File: config.mk
export PLATFORM = sky130hd
export DESIGN_NAME = mux4reg_rr_ctrl
export DESIGN_NICKNAME = d
export VERILOG_FILES = /design/src/rtl/mux4reg_rr_ctrl_pkg.sv /design/src/rtl/mux4reg_rr_ctrl_rr_pick4.sv /design/src/rtl/mux4reg_rr_ctrl.sv
export SDC_FILE = /design/constraint.sdc
export NUM_CORES = 1
export LEC_CHECK = 0
export CORE_MARGIN = 3
export CORE_UTILIZATION = 38
export DETAILED_ROUTE_END_ITERATION = 16
export PLACE_DENSITY = 0.75
export SLEW_MARGIN = 20
export SYNTH_ARGS = -nofsm -noshare
export SYNTH_HDL_FRONTEND = slang
export SYNTH_HIERARCHICAL = 1
export SYNTH_SLANG_ARGS = --single-unit
File: constraint.sdc
create_clock -name clock -period 2.85 [get_ports clock]
set_clock_uncertainty 0.2 [all_clocks]
set_input_delay 0.57 -clock clock [delete_from_list [all_inputs] [get_ports clock]]
set_output_delay 0.57 -clock clock [all_outputs]
set_load 0.02 [all_outputs]
File: src/rtl/mux4reg_rr_ctrl_pkg.sv
// Shared definitions for the round-robin registered-mux controller.
//   state_t   : controller FSM encoding (IDLE / CAPTURE / PRESENT)
//   NREQ      : number of requesters sharing the mux
//   SEL_W     : width of the mux select / requester index
//   req_onehot: index -> one-hot requester vector
package mux4reg_rr_ctrl_pkg;

    localparam int NREQ  = 4;
    localparam int SEL_W = 2;

    typedef enum logic [1:0] {
        ST_IDLE    = 2'd0,
        ST_CAPTURE = 2'd1,
        ST_PRESENT = 2'd2
    } state_t;

    function automatic logic [NREQ-1:0] req_onehot(input logic [SEL_W-1:0] idx);
        logic [NREQ-1:0] r;
        r      = '0;
        r[idx] = 1'b1;
        return r;
    endfunction

endpackage

File: src/rtl/mux4reg_rr_ctrl_rr_pick4.sv
// rr_pick4: combinational round-robin picker for four requesters.
//   req        in  4  request vector (already masked by the caller)
//   last_grant in  2  most recently served requester
//   winner     out 2  first asserted request after last_grant, wrapping 3 -> 0
//   any        out 1  at least one request asserted
module rr_pick4
    import mux4reg_rr_ctrl_pkg::*;
(
    input  logic [NREQ-1:0]  req,
    input  logic [SEL_W-1:0] last_grant,
    output logic [SEL_W-1:0] winner,
    output logic             any
);

    logic [SEL_W-1:0] idx;

    always_comb begin
        winner = '0;
        any    = 1'b0;
        idx    = '0;
        // Offsets 1..NREQ; the SEL_W-bit add wraps naturally, and offset NREQ
        // lands back on last_grant so it is considered last.
        for (int i = 1; i <= NREQ; i++) begin
            idx = last_grant + SEL_W'(i);
            if (!any && req[idx]) begin
                winner = idx;
                any    = 1'b1;
            end
        end
    end

endmodule

File: src/rtl/mux4reg_rr_ctrl.sv
// mux4reg_rr_ctrl: round-robin controller around a registered 4:1 data mux.
// Four requesters share the mux; the winner's word is presented to a single
// consumer with valid/ready, and the winner gets a one-cycle ack on hand-off.
//   clock       in   system clock, rising edge
//   reset       in   asynchronous, active-low reset
//   req         in   [4] requests, held with stable data until ack
//   in_a..in_d  in   [BITS] requester words 0..3
//   ack         out  [4] one-hot pulse to the served requester
//   select      out  [2] registered mux select
//   out_data    out  [BITS] registered mux output
//   out_valid   out  out_data holds a granted word
//   out_ready   in   consumer accepts when out_valid && out_ready
//   out_src     out  [2] requester index of the word in out_data
//   timeout_err out  one-cycle abort pulse (stall timeout build only)
// Build option: define MUX4REG_CTRL_TIMEOUT_EN to abort a PRESENT that has
// stalled TIMEOUT cycles; otherwise PRESENT waits indefinitely.
module mux4reg_rr_ctrl
    import mux4reg_rr_ctrl_pkg::*;
#(
    parameter int BITS    = 3,
    parameter int TIMEOUT = 15
) (
    input  logic              clock,
    input  logic              reset,
    input  logic [NREQ-1:0]   req,
    input  logic [BITS-1:0]   in_a,
    input  logic [BITS-1:0]   in_b,
    input  logic [BITS-1:0]   in_c,
    input  logic [BITS-1:0]   in_d,
    output logic [NREQ-1:0]   ack,
    output logic [SEL_W-1:0]  select,
    output logic [BITS-1:0]   out_data,
    output logic              out_valid,
    input  logic              out_ready,
    output logic [SEL_W-1:0]  out_src,
    output logic              timeout_err
);

    state_t           state_q, state_d;
    logic [SEL_W-1:0] select_q, select_d;
    logic [SEL_W-1:0] out_src_q, out_src_d;
    logic [SEL_W-1:0] last_grant_q, last_grant_d;
    logic [BITS-1:0]  out_data_q, out_data_d;

    logic [BITS-1:0]  word [NREQ];
    logic             accept;
    logic             tmo;
    logic             release_w;
    logic [NREQ-1:0]  pick_req;
    logic [SEL_W-1:0] pick_last;
    logic [SEL_W-1:0] winner;
    logic             any;

    assign word[0] = in_a;
    assign word[1] = in_b;
    assign word[2] = in_c;
    assign word[3] = in_d;

    // Registered mux: no enable, holds only because select and data are stable.
    assign out_data_d = word[select_q];

    assign out_valid = (state_q == ST_PRESENT) && !tmo;
    assign accept    = out_valid && out_ready;
    // The served requester is released either by a hand-off or by a timeout.
    assign release_w = accept || tmo;

    // On release, arbitrate as if last_grant were already updated, and hide the
    // requester being acked so a still-high req cannot win again immediately.
    assign pick_req  = release_w ? (req & ~req_onehot(out_src_q)) : req;
    assign pick_last = release_w ? out_src_q : last_grant_q;

    rr_pick4 u_pick (
        .req        (pick_req),
        .last_grant (pick_last),
        .winner     (winner),
        .any        (any)
    );

`ifdef MUX4REG_CTRL_TIMEOUT_EN
    localparam int CNT_W = $clog2(TIMEOUT + 1);

    logic [CNT_W-1:0] cnt_q, cnt_d;

    assign tmo = (state_q == ST_PRESENT) && (cnt_q == CNT_W'(TIMEOUT));

    // Held at zero outside PRESENT, so every PRESENT entry starts from zero.
    always_comb begin
        cnt_d = cnt_q;
        if (state_q != ST_PRESENT) begin
            cnt_d = '0;
        end else if (!accept && !tmo) begin
            cnt_d = cnt_q + 1'b1;
        end
    end

    always_ff @(posedge clock or negedge reset) begin
        if (!reset) begin
            cnt_q <= '0;
        end else begin
            cnt_q <= cnt_d;
        end
    end
`else
    logic unused_timeout_cfg;
    assign unused_timeout_cfg = ^TIMEOUT;
    assign tmo                = 1'b0;
`endif

    // State register
    always_ff @(posedge clock or negedge reset) begin
        if (!reset) begin
            state_q      <= ST_IDLE;
            select_q     <= '0;
            out_src_q    <= '0;
            last_grant_q <= SEL_W'(NREQ - 1);
            out_data_q   <= '0;
        end else begin
            state_q      <= state_d;
            select_q     <= select_d;
            out_src_q    <= out_src_d;
            last_grant_q <= last_grant_d;
            out_data_q   <= out_data_d;
        end
    end

    // Next-state logic
    always_comb begin
        state_d      = state_q;
        select_d     = select_q;
        out_src_d    = out_src_q;
        last_grant_d = last_grant_q;
        case (state_q)
            ST_IDLE: begin
                if (any) begin
                    select_d  = winner;
                    out_src_d = winner;
                    state_d   = ST_CAPTURE;
                end
            end
            ST_CAPTURE: begin
                state_d = ST_PRESENT;
            end
            ST_PRESENT: begin
                if (release_w) begin
                    last_grant_d = out_src_q;
                    if (any && !tmo) begin
                        select_d  = winner;
                        out_src_d = winner;
                        state_d   = ST_CAPTURE;
                    end else begin
                        state_d = ST_IDLE;
                    end
                end
            end
            default: begin
                state_d = ST_IDLE;
            end
        endcase
    end

    // Output logic
    always_comb begin
        ack = '0;
        if (release_w) begin
            ack = req_onehot(out_src_q);
        end
    end

    assign select      = select_q;
    assign out_src     = out_src_q;
    assign out_data    = out_data_q;
    assign timeout_err = tmo;

endmodule

Word-level counts from Yosys, hierarchy flattened
Index checks and enable logic that the tools add are counted.
{"block": "classes", "n_addsub": 3, "n_lt_le_gt_ge": 7, "eq_ne": 4, "n_mux": 34, "bitwise": 3, "n_reduce_logical": 12}
{"operator": "two-way mux 2 bit", "count": 11}
{"operator": "less-than comparator 2 x 3 -> 1 bit, second input constant", "count": 5}
{"operator": "two-way mux 1 bit", "count": 10}
{"operator": "binary-select mux 1 bit (select 2 bit)", "count": 4}
{"operator": "two-way mux 4 bit", "count": 2}
{"operator": "case mux 2 bit (2 select lines)", "count": 2}
{"operator": "binary-select mux 3 bit (select 2 bit)", "count": 1}
{"operator": "two-way mux 3 bit", "count": 2}
{"operator": "case mux 2 bit (3 select lines)", "count": 1}
{"operator": "logical AND 1 bit", "count": 5}
{"operator": "adder 2 bit, second input constant", "count": 2}
{"operator": "AND 4 bit", "count": 1}
{"operator": "inverter 4 bit", "count": 1}
{"operator": "AND reduction 2 bit", "count": 2}
{"operator": "greater-or-equal comparator 3 bit, second input constant", "count": 1}
{"operator": "logical NOT 1 bit", "count": 3}
{"operator": "inverter 2 -> 3 bit", "count": 1}
{"operator": "adder 2 x 1 -> 2 bit, second input constant", "count": 1}
{"operator": "demux 1 bit (select 2 bit)", "count": 1}
{"operator": "== test 2 x 1 -> 1 bit, second input constant", "count": 1}
{"operator": "== test 2 bit, second input constant", "count": 1}
{"operator": "greater-or-equal comparator 2 x 1 -> 1 bit, second input constant", "count": 1}
{"operator": "logical NOT 2 bit", "count": 1}
{"operator": "inequality test 2 x 1 -> 1 bit, second input constant", "count": 1}
{"operator": "other kinds (2)", "count": 2}
{"block": "totals", "ff_bits": 11, "input_bits": 19, "out_inout_bits": 13, "elab_cells": 68}

Depth between registers and ports, before layout
{"block": "depth", "word_depth": 22, "depth_mapped": 8, "ltp_nobuf": 8}

Hierarchy
The synthesis kept the hierarchy.
{"mod": "mux4reg_rr_ctrl", "instances": 1, "cells_each": 42, "area_per_inst_um2": 518.0, "seq_area_each_um2": 227.7}
{"mod": "rr_pick4", "instances": 1, "cells_each": 14, "area_per_inst_um2": 91.3, "seq_area_each_um2": 0.0}

Worst setup path before layout
Ideal clock, no wire load.
{"block": "synth_path", "kind": "register -> register", "startpoint": "register select[0] (netlist name)", "endpoint": "register select_q[0], in the netlist select[0]", "setup_time_ns": 0.128, "t_arrival_ns": 2.119, "required_ns": 2.522, "path_slack_ns": 0.404, "path_stages_with_launch": 9, "synth_period_minus_slack_ns": 2.446, "path_cell_list": "dfrtp_1 -> buf_2 -> nand2_1 -> nor3_1 -> nor2b_1 -> nor2_1 -> nand2_1 -> nor3b_4 -> mux2_1"}
{"element": "end signal: assignment", "line": "mux4reg_rr_ctrl.sv:119", "source": "select_q <= select_d;"}
{"element": "end: declaration", "line": "mux4reg_rr_ctrl.sv:40", "source": "logic [SEL_W-1:0] select_q, select_d;"}

Worst setup path after layout
{"block": "layout_path", "startpoint": "input port out_ready", "endpoint": "output port ack[0]"}
{"block": "layout_between", "elab_chain_len": 2}
{"element": "start: declaration", "line": "mux4reg_rr_ctrl.sv:34", "source": "input logic out_ready,"}
{"element": "logical AND 1 bit", "line": "mux4reg_rr_ctrl.sv:63", "source": "assign accept = out_valid && out_ready;"}
{"element": "two-way mux 4 bit", "line": "mux4reg_rr_ctrl.sv:164", "source": "if (release_w) begin"}
{"element": "end: declaration", "line": "mux4reg_rr_ctrl.sv:30", "source": "output logic [NREQ-1:0] ack,"}
Every way passes these cells.

==> results.py <==
metrics = {
    "run_status": {
        "status": "complete, no violations",
    },
    "cells_and_area": {
        "final_nets": 108,
        "diodes": 0,
        "fillers": 108,
        "fin_util_pct": 67.9,
        "drive_gt1_share_pct": 23.9,
        "area_delta_synth_final_pct": 55.9,
    },
    "floorplanning": {
        "fp.coreArea_um2": 1400,
        "die_h_um": 46.0,
        "dieArea_um2": 2120,
        "ios": 32,
        "initial_core_util_pct": 43.6,
        "die_x_um": 46.0,
        "fp-row-count": 13,
    },
    "global_routing": {
        "overflow": 0,
        "grt_pass1_vias": 541,
        "grt_start_max_net_pins": 12,
        "antenna_found_initial": 0,
        "grtUsageTotal_pct": 16.5,
        "grt_pass1_wl_um": 2420,
    },
    "yosys": {
        "synth_commonest_cells": "dfrtp_1 (7), nand2b_1 (5), mux2_2 (4), nor2_1 (4), nor2b_1 (4)",
        "avgSynthCellArea_um2": 10.9,
        "ys_async_sr_fraction_pct": 100,
        "synth_top_cell_area_share_pct": 28.7,
        "synth_compound_area_share_pct": 7.39,
        "ys.flop_type": "dfrtp_1",
        "yosysSeqAreaShare_pct": 37.4,
        "synthAdderAreaFrac_pct": 0,
        "post-synth-top-count-cell": "dfrtp_1",
        "synthMuxAreaShare_pct": 23.8,
        "synth-xor-area-share_pct": 0,
        "synth_area_leaders": "dfrtp_1 (29%), mux4_2 (11%), dfstp_2 (8.6%), mux2_2 (7.4%), nand2b_1 (5.1%)",
        "synth_fp_nets": 75,
        "synth_cells": 56,
        "synth-edff-count": 0,
        "ys_ff_latch": 9,
        "synth_cell_type_count": 26,
        "yosysTopAreaCell": "dfrtp_1",
        "synth_area_um2": 609,
        "synth_warnings": 6,
        "synth_top_family_by_area": "simple AND/OR/NAND/NOR gates",
        "synth_simple_gate_area_share_pct": 24.4,
    },
    "worst_hold_path": {
        "whs_path_depth": 1,
        "hp-class": "reg2reg",
        "hold_path_end": "state_q[0]$_DFFE_PN0P_",
        "hold_start": "state_q[0]$_DFFE_PN0P_",
    },
    "placed_design": {
        "place.gp.congestion": 0.777,
        "numPortBuffers": 30,
        "hpwlAfterDp_um": 1200,
    },
    "setup_path": {
        "timing.rr.start": "state_q[0]$_DFFE_PN0P_",
        "rr_worst_depth": 8,
        "critPathKind": "in2out",
        "crit_arrival_ps": 1990,
        "critPathMaxFanout": 3,
        "r2r-end": "select[0]$_DFFE_PN0P_",
        "start_kind": "primary input",
        "crit_path_end_kind": "output pin",
        "reg2reg_slack_ps": 700,
        "cp.required_ps": 2080,
    },
    "routing": {
        "wl_per_cell_um": 14.2,
        "via_count": 511,
        "route.detailed.drc": 0,
        "viasPerCell": 4.96,
        "drtIter0Drc": 6,
        "dr.pass1.iters": 5,
        "wl_um": 1460,
        "ant_nets": 0,
    },
    "clock_network": {
        "clk_latency_ps": 260,
        "numCtsBuffers": 3,
        "root_buffer": "clkbuf_4",
        "cts_tree": "done",
        "h-tree-depth": 1,
        "cts.sinks": 9,
        "cts_buffer_depth": 2,
        "clk_pin_slew_ps": 60,
    },
    "job": {
        "drv_cap": 0,
    },
    "pwr": {
        "p_per_area_nw_per_um2": 945,
        "peakVddDrop_mv": 0.522,
        "power_uw": 897,
        "p_leak_nw": 0.402,
    },
    "sta": {
        "tns_ps": 0,
        "finalSetupViolations": 0,
        "rsz0062_at_grt": "no",
        "hold_violations": 0,
        "slew_viol_final": 0,
        "fin_crit_ps": 2760,
        "whs_ps": 332,
        "fin_crit_sh_pct": 96.8,
        "fmax_mhz": 362,
    },
}
[how the worst max path moves through the flow]
| stage | from | endpoint | slack [ps] | cells after the start |
|---|---|---|---|---|
| 2_1_floorplan | select[0]$_DFFE_PN0P_ | select[0]$_DFFE_PN0P_ | 400 | 8 |
| 4_1_cts | out_ready | ack[1] | 50 | 4 |
| 3_5_place_dp | out_ready | ack[1] | 50 | 4 |
| 5_1_grt | out_ready | ack[3] | 30 | 4 |
| 3_3_place_gp | out_ready | ack[1] | 50 | 4 |
| 6_report | out_ready | ack[0] | 90 | 4 |
[flip-flops by register name (all words and copies together), names as in the netlist]
name,cells
last_grant_q,2
out_data,3
select,2
state_q,2
[power by group]
group	switching, mW	leakage [nW]	internal (mW)
Combinational	0.235	0.281	0.297
Clock	0.0496	0.0177	0.0518
Sequential	0.0612	0.104	0.203
Total	0.346	0.402	0.552
[metrics by stage]
stage	std cells	instance area (µm²)	setup WS (ps)
2_1_floorplan	56	609	404
3_3_place_gp	99	920	49.9
6_report	103	950	91.2
3_5_place_dp	99	920	53.6
5_1_grt	103	950	26.7
4_1_cts	103	947	51.3
[critical path: stages]
cell	delay (ps)
clkdlybuf4s50_1	500
nand2b_1	80
nor3_1	190
clkdlybuf4s50_1	650
[final cells by class]
| type | count | area, µm² | area share [%] |
|---|---|---|---|
| clock inverters | 1 | 5.00 | 0.527 |
| flip-flops and latches | 9 | 228 | 24.0 |
| multi-input cells | 40 | 343 | 36.1 |
| clock buffers | 3 | 22.5 | 2.37 |
| inverters | 2 | 7.51 | 0.791 |
| well taps | 15 | 18.8 | 1.98 |
| repair buffers | 33 | 325 | 34.3 |
[cell families after synthesis]
logic type             after synthesis
other                                1
buffers and inverters                7
muxes                               10
and+or+nand+nor                     23
DFF                                  9
AOI/OAI and AO/OA                    6
[layout by cell type (no fill, tap or decap)]
master,instances
nor3_1,2
clkdlybuf4s50_1,29
o221ai_2,1
mux2i_1,1
dfrtp_1,7
nand2b_4,1
clkinv_2,1
and2b_1,1
conb_1,1
dfstp_2,2
dlymetal6s2s_1,1
a31oi_1,1
buf_4,3
mux2_2,4
nand2b_1,5
a21oi_1,2
nor3b_4,1
clkbuf_4,3
a21oi_2,1
nor2b_2,1
o21ai_0,1
nand2_1,3
mux2_1,2
nor2b_1,4
mux4_2,3
inv_1,2
nor2_1,4
nand3b_1,1
[repair_timing]
action | in CTS | in global routing
buffers inserted | 0 | 0
resized for setup | 0 | 1
hold buffers | 0 | 0
setup endpoints to repair | 0 | 1
[layer usage]
| metal | vias up | GRT usage, % | wire length [µm] |
|---|---|---|---|
| met3 | 4 | 2.37 | 65 |
| met2 | 13 | 25.3 | 705 |
| li1 | 253 | - | - |
| met4 | 0 | 8.52 | 27 |
| met5 | - | 0 | 0 |
| met1 | 241 | 22.1 | 661 |
No activity file was read; power rests on OpenSTA's default activity.
==> RTL edit: new RTL, same flow settings <==
Build with the macro `MUX4REG_CTRL_TIMEOUT_EN` defined.
--- a/src/rtl/mux4reg_rr_ctrl.sv
+++ b/src/rtl/mux4reg_rr_ctrl.sv
@@ -16,2 +16,4 @@
 // stalled TIMEOUT cycles; otherwise PRESENT waits indefinitely.
+`define MUX4REG_CTRL_TIMEOUT_EN
+
 module mux4reg_rr_ctrl
Behaviour: no difference found for any inputs over 10 cycles, from zero or initial values and one cycle with reset low; that may be too few to reach the edited logic, so the function may still have changed.
==> RTL edit against the unedited design <==
Power grew 14%; cell area is 29% higher; worst setup slack better by 140 ps; global-route usage decreased by 0.78 points; hold slack worse by 12 ps; final cell count up 42%; sequential cell count increased by 4; die area up 32%; wire length rose by 32%; count of clock-buffer cells in the layout increased by 1; area after synthesis rose by 37%; critical endpoint is now ack[1]; largest cell class unchanged.
==> RTL edit: results (changes against the unedited design) <==
Status - finished, final reports clean
Via Count - 740 (+45%)
Routed len/inst - 13.2 um (-7.2%)
Beginning of the worst register-to-register path - cnt_q[0]
Count of cell types in the netlist - 36 (+38%)
Max FFs per register - 4 (+1)
Worst path arrival time - 1850 ps (-140 ps)
Sequential share of the synthesized area - 0.392 (+0.0179)
GP Congestion - 0.810 (+4.2%)
Syn_nets - 102 (+36%)
Max VDD drop - 439 uV (-16%)
DRT Wirelength - 1920 um (+32%)
Hold Crit Start - last_grant_q[1]
Mapped Cells - 82 (+46%)
Input/output buffers - 31 (+3.3%)
Ranking of synthesized cells by area - dfrtp_1, mux4_2, dfstp_2
Number of global-route vias before repair - 711 (+31%)
Place WS - -63.5 ps (-117 ps)
Layout net count - 140 (+30%)
First-pass GRT wire length - 3230 um (+33%)
DP Cell Count - 142 (+43%)
P_leak - 0.527 nW (+31%)
DR pass1 iterations - 4 (-1)
Switch Pwr - 0.000396 W (+15%)
CP max FO - 7 (+4)
RTL edit: layout make-up:
class / count / area (um^2)
repair buffers: 39 / 369
multi-input cells: 58 / 452
inverters: 5 / 18.8
well taps: 27 / 33.8
fillers: 179 / 795
flip-flops and latches: 13 / 328
clock buffers: 4 / 26.3
RTL edit: worst paths after layout:
path / slack (ps) / to / depth (start not counted)
setup / recovery: 230 / ack[1] / 5
hold / removal: 320 / last_grant_q[1] / 2
setup reg to reg: 310 / out_src[0] / 8
hold reg to reg: 320 / last_grant_q[1] / 2
max in group asynchronous: 1610 / state_q[1] / 1
min in group asynchronous: 470 / state_q[0] / 1
RTL edit: power by group through the flow:
stage | clock, W | combinational, W | sequential, W
finish | 0.000111 | 0.000577 | 0.000335
floorplan | 0 | 0.000356 | 0.000355
global route | 0.000127 | 0.000631 | 0.000347
CTS | 0.000117 | 0.000581 | 0.000337
detailed placement | 0 | 0.000584 | 0.000339
global placement | 0 | 0.000577 | 0.000334
RTL edit: layer usage:
metal	wire [um]	vias to the layer above	GRT usage
li1	-	367	-
met5	0	-	0
met4	12	0	0.0766
met2	929	18	0.246
met3	92	2	0.0225
met1	886	353	0.210
RTL edit: per-stage QoR:
step / total power [W] / setup TNS (ps) / hold slack [ps] / cell area (um^2)
5_1_grt: 0.00111 / 0 / 384 / 1230
3_3_place_gp: 0.000911 / -24.5 / 314 / 1200
4_1_cts: 0.00104 / 0 / 327 / 1220
6_report: 0.00102 / 0 / 320 / 1230
3_5_place_dp: 0.000923 / -75.3 / 315 / 1200
2_1_floorplan: 0.000711 / 0 / 74.4 / 837
RTL edit: cells by family after synthesis:
kind of cell | synth area share
simple gates | 0.184
compound gates | 0.179
flops | 0.392
buf+inv | 0.0688
mux | 0.151
xor+xnor | 0.0105
fa+ha+maj | 0.0149
RTL edit: critical path, delay by kind of cell:
kind	cells	cell delay [ps]
simple gates	2	300
compound gates	1	120
buf+inv	2	860
